==> config.mk <==
export PLATFORM = sky130hd
export DESIGN_NAME = display_ocupacion
export DESIGN_NICKNAME = d
export VERILOG_FILES = /design/src/rtl/ocupacion_pkg.sv /design/src/rtl/divisor_tick.sv /design/src/rtl/display_ocupacion.sv
export SDC_FILE = /design/constraint.sdc
export NUM_CORES = 1
export LEC_CHECK = 0
export ABC_CLOCK_PERIOD_IN_PS = 1750
export BUFFER_PORTS_ARGS = -buffer_cell sky130_fd_sc_hd__buf_2
export CORE_MARGIN = 3
export CORE_UTILIZATION = 54
export CTS_CLUSTER_DIAMETER = 40
export DETAILED_ROUTE_END_ITERATION = 10
export PLACE_DENSITY = 0.79
export SYNTH_ARGS = -nofsm -noshare
export SYNTH_HDL_FRONTEND = slang
export SYNTH_SLANG_ARGS = --single-unit
==> constraint.sdc <==
create_clock -name clk -period 1.75 [get_ports clk]
set_input_delay 0.35 -clock clk [delete_from_list [all_inputs] [get_ports clk]]
set_output_delay 0.35 -clock clk [all_outputs]
set_load 0.02 [all_outputs]
==> src/rtl/ocupacion_pkg.sv <==
// rtl/ocupacion_pkg.sv - shared scan states, glyph constants and lookup for the occupancy display
package ocupacion_pkg;

  // Scan order is GAP0 -> D0_ON -> GAP1 -> D1_ON -> GAP0
  typedef enum logic [1:0] {
    GAP0  = 2'd0,
    D0_ON = 2'd1,
    GAP1  = 2'd2,
    D1_ON = 2'd3
  } scan_state_t;

  // Active-low segment patterns, bit order {g,f,e,d,c,b,a}
  localparam logic [6:0] GLYPH_0     = 7'h40;
  localparam logic [6:0] GLYPH_1     = 7'h79;
  localparam logic [6:0] GLYPH_2     = 7'h24;
  localparam logic [6:0] GLYPH_3     = 7'h30;
  localparam logic [6:0] GLYPH_4     = 7'h19;
  localparam logic [6:0] GLYPH_5     = 7'h12;
  localparam logic [6:0] GLYPH_6     = 7'h02;
  localparam logic [6:0] GLYPH_7     = 7'h78;
  localparam logic [6:0] GLYPH_F     = 7'b0001110;
  localparam logic [6:0] GLYPH_BLANK = 7'h7F;

  function automatic logic [6:0] glyph(input logic [2:0] v);
    case (v)
      3'd0:    glyph = GLYPH_0;
      3'd1:    glyph = GLYPH_1;
      3'd2:    glyph = GLYPH_2;
      3'd3:    glyph = GLYPH_3;
      3'd4:    glyph = GLYPH_4;
      3'd5:    glyph = GLYPH_5;
      3'd6:    glyph = GLYPH_6;
      default: glyph = GLYPH_7;
    endcase
  endfunction

endpackage

==> src/rtl/divisor_tick.sv <==
// rtl/divisor_tick.sv - free-running modulo-N counter with a one-cycle tick on its last count
module divisor_tick #(
  parameter int N = 2
) (
  input  logic clk,
  input  logic rst,
  input  logic clr,
  output logic tick
);

  localparam int W = (N > 1) ? $clog2(N) : 1;
  localparam logic [W-1:0] LAST = W'(N - 1);

  logic [W-1:0] cnt;

  // Count 0..N-1; clr holds the counter at 0 so the next period starts cleanly
  always_ff @(posedge clk or posedge rst) begin
    if (rst) begin
      cnt <= '0;
    end else if (clr || cnt == LAST) begin
      cnt <= '0;
    end else begin
      cnt <= cnt + W'(1);
    end
  end

  assign tick = (cnt == LAST);

endmodule

==> src/rtl/display_ocupacion.sv <==
// rtl/display_ocupacion.sv - 2-digit multiplexed occupied/free display with full/empty flags and full blink
module display_ocupacion #(
  parameter int CLK_HZ     = 12_000_000,
  parameter int REFRESH_HZ = 1000,
  parameter int BLINK_HZ   = 2,
  parameter int GAP_CYC    = 4,
  parameter int CAPACITY   = 7
) (
  input  logic       clk,
  input  logic       rst,
  input  logic [2:0] count,
  output logic [6:0] seg,
  output logic [1:0] an,
  output logic       full,
  output logic       empty
);

  import ocupacion_pkg::*;

  localparam int DIV  = CLK_HZ / REFRESH_HZ;
  localparam int BDIV = CLK_HZ / (2 * BLINK_HZ);
  localparam int GW   = (GAP_CYC > 1) ? $clog2(GAP_CYC) : 1;
  localparam logic [GW-1:0] GAP_LAST = GW'(GAP_CYC - 1);
  localparam logic [2:0]    CAP      = 3'(CAPACITY);

  scan_state_t   state, state_n;
  logic [GW-1:0] gap_cnt, gap_n;
  logic          gap_last;
  logic [2:0]    occ;
  logic [2:0]    free;
  logic          slot_clr, slot_tick;
  logic          blink_tick, blink_ph, blink_n;
  logic [6:0]    seg_n;
  logic [1:0]    an_n;

  // Clamp keeps free spaces from ever wrapping below zero
  assign free     = CAP - occ;
  assign gap_last = (gap_cnt == GAP_LAST);
  assign slot_clr = (state == GAP0) || (state == GAP1);

  divisor_tick #(.N(DIV)) u_slot (
    .clk  (clk),
    .rst  (rst),
    .clr  (slot_clr),
    .tick (slot_tick)
  );

  divisor_tick #(.N(BDIV)) u_blink (
    .clk  (clk),
    .rst  (rst),
    .clr  (!full),
    .tick (blink_tick)
  );

  // Input register with clamp to lot capacity
  always_ff @(posedge clk or posedge rst) begin
    if (rst) begin
      occ <= 3'd0;
    end else begin
      occ <= (count > CAP) ? CAP : count;
    end
  end

  // Flags registered from the clamped occupancy
  always_ff @(posedge clk or posedge rst) begin
    if (rst) begin
      full  <= 1'b0;
      empty <= 1'b1;
    end else begin
      full  <= (occ == CAP);
      empty <= (occ == 3'd0);
    end
  end

  // Next scan state, slot latch value, blink phase and anode pattern
  always_comb begin
    state_n = state;
    gap_n   = gap_cnt;
    seg_n   = seg;
    case (state)
      GAP0, GAP1: begin
        if (gap_last) begin
          gap_n   = '0;
          state_n = (state == GAP0) ? D0_ON : D1_ON;
          // F is chosen from occ directly so it tracks the same value as the free digit
          if (state == GAP0) begin
            seg_n = glyph(occ);
          end else begin
            seg_n = (occ == CAP) ? GLYPH_F : glyph(free);
          end
        end else begin
          gap_n = gap_cnt + GW'(1);
          seg_n = GLYPH_BLANK;
        end
      end
      D0_ON: begin
        if (slot_tick) begin
          state_n = GAP1;
          seg_n   = GLYPH_BLANK;
        end
      end
      D1_ON: begin
        if (slot_tick) begin
          state_n = GAP0;
          seg_n   = GLYPH_BLANK;
        end
      end
      default: begin
        state_n = GAP0;
        seg_n   = GLYPH_BLANK;
      end
    endcase

    blink_n = full && (blink_tick ? !blink_ph : blink_ph);

    an_n = 2'b11;
    if (!blink_n) begin
      if (state_n == D0_ON) an_n = 2'b10;
      if (state_n == D1_ON) an_n = 2'b01;
    end
  end

  // Scan FSM with registered outputs; resets into GAP0 so the first lit slot is digit 0
  always_ff @(posedge clk or posedge rst) begin
    if (rst) begin
      state    <= GAP0;
      gap_cnt  <= '0;
      blink_ph <= 1'b0;
      seg      <= GLYPH_BLANK;
      an       <= 2'b11;
    end else begin
      state    <= state_n;
      gap_cnt  <= gap_n;
      blink_ph <= blink_n;
      seg      <= seg_n;
      an       <= an_n;
    end
  end

endmodule

* Word-level counts from Yosys, hierarchy flattened
Cells that the tools add are included.
Operators by class: add/subtract/negate cells 4, eq/ne operators 22, div/mod/pow operators 0, reduce and logical (&&, ||, !) cells 11, $mul 0, shift-type cells 0, bitwise gates (word level) 0, order comparisons 1, multiplexer cells 20
Operators with widths (number):
- 7-bit case mux with 7 select lines | 2
- 7-bit two-way mux | 4
- 22-bit by 1-bit adder with 22-bit output (second input constant) | 1
- 22-bit equality test (second input constant) | 1
- 22-bit two-way mux | 1
- 3-bit equality test (second input constant) | 7
- 14-bit by 1-bit adder with 14-bit output (second input constant) | 1
- 14-bit equality test (second input constant) | 1
- 14-bit two-way mux | 1
- 2-bit two-way mux | 7
- 7-bit case mux with 2 select lines | 1
- 3-bit by 2-bit equality test with 1-bit output (second input constant) | 4
- 2-bit equality test (second input constant) | 4
- 3-bit by 1-bit equality test with 1-bit output (second input constant) | 2
- 3-bit logical NOT | 2
- 2-bit case mux with 3 select lines | 1
- 2-bit by 1-bit equality test with 1-bit output (second input constant) | 2
- 2-bit OR reduction | 2
- 3-bit > comparator (second input constant) | 1
- 1-bit logical OR | 3
- 3-bit two-way mux | 1
- 3-bit subtractor (first input constant) | 1
- 2-bit by 1-bit adder with 2-bit output (second input constant) | 1
- 1-bit logical NOT | 2
- other kinds (4) | 5
Word-level totals: bits in latches 0, logic and storage cells 68, ROM bits 0, input bits 5, RAM bits 0, bits in registers 55, memories kept 0, output and inout port bits 11

* Longest topological paths before layout
depth in word-level cells 8, gate-level depth with buffers 6, mapped depth without buffers 5

* Hierarchy
From an unflattened synthesis, not the netlist that was laid out.
Unflattened totals: cells, all modules 285, area total of the unflattened synthesis 2897.8 um2
By module, submodules not included:
- divisor_tick (u_blink) | instances 1, seq. area each 550.5 um2, area each 1265.0 um2, cells an instance 128
- display_ocupacion | instances 1, seq. area each 488.0 um2, area each 894.6 um2, cells an instance 85
- divisor_tick (u_slot) | instances 1, seq. area each 350.3 um2, area each 738.2 um2, cells an instance 72

* Worst setup path before layout
No wires, ideal clock.
path kind register to register, start point register u_blink.cnt[2], end point register u_blink.cnt[21], library setup time 79 ps, arrival time 1866 ps, clock period less this slack 1944 ps, buffers on the path 1, setup slack -194 ps, required time 1671 ps, stages on the path, launching flop included 6, cell sequence dfrtp_1 > nand4_4 > or4_1 > buf_2 > or4_1 > a21oi_1
On the way: word-level cells in the longest chain between the ends 3, elaborated cells on any way between the ends 4, those cells by class add/sub (1); eq/ne (1); mux (1); reduce/logical (1)
Ends and longest elaborated chain:
- start, declared | RTL line divisor_tick.sv:14 | logic [W-1:0] cnt;
- start signal, assigned | RTL line divisor_tick.sv:23 | cnt <= cnt + W'(1);
- branches (longest 2 deep; another with 22-bit by 1-bit adder with 22-bit output)
- 22-bit two-way mux * | RTL line divisor_tick.sv:20 | end else if (clr || cnt == LAST) begin
Mark *: on every way between the ends. A chain may end at the register's enable or synchronous reset.

* Worst setup path in the final report
start point register u_blink.cnt[3], end point register u_blink.cnt[21]
Same word-level chain as after synthesis.

==> summary.md <==
| Metric | Value |
|---|---|
| Max clock buf depth | `2` |
| Syn Std Cell Area | `~0.0026 mm^2` |
| Htree depth | `2` |
| Crit. End Element | `flop` |
| Starting Density | `0.5842` |
| Achievable Freq | `about 560 MHz` |
| CTS tree | `built` |
| Failing checks | `setup timing` |
| Final Max Tran Viols | `0` |
| Flops & latches, synth | `55` |
| DRC viols | `0` |
| Clock Tree Root | `clkbuf_8` |
| CTS buffer count | `5` |
| Dpl hpwl | `~3.7 mm` |
| Setup crit start kind | `flop` |
| Diodes inserted | `0` |
| Worst slew margin | `0.6701` |
| Warnings, synthesis | `0` |
| Final WS setup | `-0.02455 ns` |
| CP required | `2.00 ns` |
| Die width | `about 76 um` |
| Clock network fraction of total power | `0.378` |
| Mapped Nets | `274` |
| Pre-Repair DR Iteration Count | `4` |
| Synth cell count leaders | `dfrtp_1, nor2_1, a21oi_1` |
| DR vias | `2152` |
| GPL Wtd Cong | `~0.91` |
| Vias in the first global route | `2118` |
| Avg Inst Size Synth | `between 9 and 10 um^2` |
| Initial DRC count | `around 130` |
| Asr flop ratio synth | `1.000` |
| Fin nets | `approximately 320` |
| Share of layout cells above drive strength 1 | `0.3481` |
| Max VDD drop | `652.5 uV` |
| Top cells by area, synth | `dfrtp_1, dfstp_2, nor2_1` |
| Die area | `approximately 0.0058 mm^2` |
| Leakage | `1.463 nW` |
| Initial antenna violation count | `0` |
| Layout area overhead | `25.74%` |
| Port Buffer Count | `15` |
| Status | `finished with violations` |
| CTS Sinks | `55` |
| Hold Violations, Final | `0` |
| Global-route wire length before repair | `between 9 and 10 mm` |
| GR Util All Layers | `0.2058` |
| Worst Clk Skew | `between 0.01 and 0.015 ns` |
| Critical path class | `reg2reg` |
| Num ports | `16` |
| Post-synth cell types | `40` |
| Post-synth EDFFs | `0` |
| Most frequent cell after synthesis | `dfrtp_1` |
| Largest net degree at the start of global routing | `37` |
| RSZ-0062 raised after global routing | `yes` |
| WL/cell | `~15 um` |
| Post-Syn Instances | `roughly 270` |
| Drt via density | `between 5 and 6` |
| Total power per unit cell area | `691.6 mW/mm^2` |
| Gr ovfl total | `0` |
| Total Wirelength | `5.740 mm` |
| Pint | `about 1.8 mW` |
| Setup-failing EPs final | `4` |
| Yosys top cell area share | `0.4251` |
| Fin Setup TNS | `-0.06966 ns` |
| Die H | `approximately 76 um` |
| Design area | `approximately 0.0033 mm^2` |
| Placement Setup Slack | `-0.1118 ns` |
| Minimum clock period | `1.775 ns` |
| Seq pwr share | `0.573` |
| FILL cells | `just over 300` |
| Arrival time at the worst endpoint | `2.03 ns` |
| Row count | `24` |
| Antenna-violating nets left | `0` |
| Share of the yosys chip area belonging to registers | `0.5243` |
| Max-cap violations | `0` |
| Area leader, netlist | `dfrtp_1` |
| Placed inst area | `between 0.002 and 0.003 mm^2` |
| Switching power share of the total | `0.2166` |
| Comb power frac | `0.049` |
| Net switching power figure | `about 500 uW` |
| Critical path peak fanout | `8` |
| Crit share post-route | `1.014` |
| Clock-pin transition on the worst setup and hold timing paths | `0.10 ns` |
| Hold Path Class | `in2async` |
| Ys flop type | `dfrtp_1` |
| Core area | `between 0.004 and 0.005 mm^2` |
| Clock latency on the worst-skew pair | `0.31 ns` |
| Worst-margin pin slew | `0.4904 ns` |
-- kinds of logic after synthesis --
| family | Yosys count | share of synthesized area |
|---|---|---|
| compound gates | 38 | 0.08409 |
| flops | 55 | 0.5243 |
| buf+inv | 24 | 0.03495 |
| simple gates | 115 | 0.2376 |
| xor+xnor | 28 | 0.09259 |
| fa+ha+maj | 4 | 0.01795 |
| mux | 2 | 0.008502 |
-- metrics by stage --
step,std cells,utilization,total power [mW],hold WS [ns]
2_1_floorplan,266,-,1.414,0.4239
3_3_place_gp,360,0.6609,1.449,0.3918
3_5_place_dp,360,0.6609,1.452,0.3966
4_1_cts,374,0.7020,2.308,0.05911
5_1_grt,381,0.7345,2.387,0.08081
6_report,381,0.7345,2.304,0.05069
-- flip-flops by register name, indices dropped and copies added, names as in the netlist --
name and cells:
gap_cnt 2, blink_ph 1, state 2, an 2, full 1, u_slot.cnt 14
occ 3, u_blink.cnt 22, seg 7, empty 1
-- critical path: stages, from the launching register on --
cell     delay [ns]
dfrtp_1        0.43
nand4_4        0.13
or4_4          0.60
or4_4          0.44
a21oi_2        0.12
-- placed cells by master (no fill, tap or decap), drive strengths merged, types with 2 or more instances in the layout --
master,netlist,routed
and3,5,5
and4,2,2
nor4,5,5
xor2,14,14
nand4,13,13
or3,9,9
a21oi,16,16
dfrtp,45,45
nor2,33,33
inv,9,9
nor3,4,4
or4b,2,2
o22a,3,3
nor4b,2,2
ha,3,3
mux2,2,2
nand2,14,14
clkbuf,12,6
and2,4,4
o21ai,13,13
dfstp,10,10
buf,3,57
xnor2,14,14
or4,4,4
nand2b,2,2
o41ai,2,2
nand3,13,13
-- repair_timing --
action / CTS / global route
cloned: 1 / 0
pin swaps: 4 / 12
setup buffers: 5 / 7
gates resized for setup: 6 / 24
hold endpoints to repair: 0 / 0
endpoints found under the setup margin: 30 / 33
hold buffers: 0 / 0
-- power by group through the flow --
stage	sequential [mW]	clock, mW	combinational, mW
2_1_floorplan	1.35	0	0.0631
3_3_place_gp	1.34	0	0.108
3_5_place_dp	1.34	0	0.110
4_1_cts	1.32	0.880	0.110
5_1_grt	1.32	0.935	0.127
6_report	1.32	0.870	0.114
-- worst paths after layout --
| path | from | endpoint | slack [ns] | cells after the start |
|---|---|---|---|---|
| max | u_blink.cnt[3]$_DFF_PP0_ | u_blink.cnt[21]$_DFF_PP0_ | -0.02 | 4 |
| min | rst | u_blink.cnt[21]$_DFF_PP0_ | 0.05 | 3 |
| max reg2reg | u_blink.cnt[3]$_DFF_PP0_ | u_blink.cnt[21]$_DFF_PP0_ | -0.02 | 4 |
| min reg2reg | u_slot.cnt[0]$_DFF_PP0_ | u_slot.cnt[0]$_DFF_PP0_ | 0.46 | 1 |
| max in group asynchronous | rst | seg[0]$_DFFE_PP1P_ | 1.27 | 3 |
| min in group clk | count[0] | occ[0]$_DFF_PP0_ | 0.14 | 1 |
-- metal layers --
| metal | GRT usage | part of all wire | vias to the layer above |
|---|---|---|---|
| li1 | - | - | 1032 |
| met1 | 0.2598 | 0.43 | 1054 |
| met2 | 0.3431 | 0.51 | 52 |
| met3 | 0.03546 | 0.037 | 14 |
| met4 | 0.1033 | 0.025 | 0 |
| met5 | 0 | 0 | - |
-- final cells by class --
| cell class | count | area [um^2] | area share |
|---|---|---|---|
| Clock buffer | 6 | 82.58 | 0.02479 |
| Clock inverter | 2 | 35.03 | 0.01052 |
| Inverter | 9 | 33.78 | 0.01014 |
| Multi-Input combinational cell | 187 | 1303 | 0.3911 |
| Sequential cell | 55 | 1390 | 0.4174 |
| Tap cell | 65 | 81.33 | 0.02442 |
| Timing Repair Buffer | 57 | 405.4 | 0.1217 |
(Power assumes the default switching activity.)
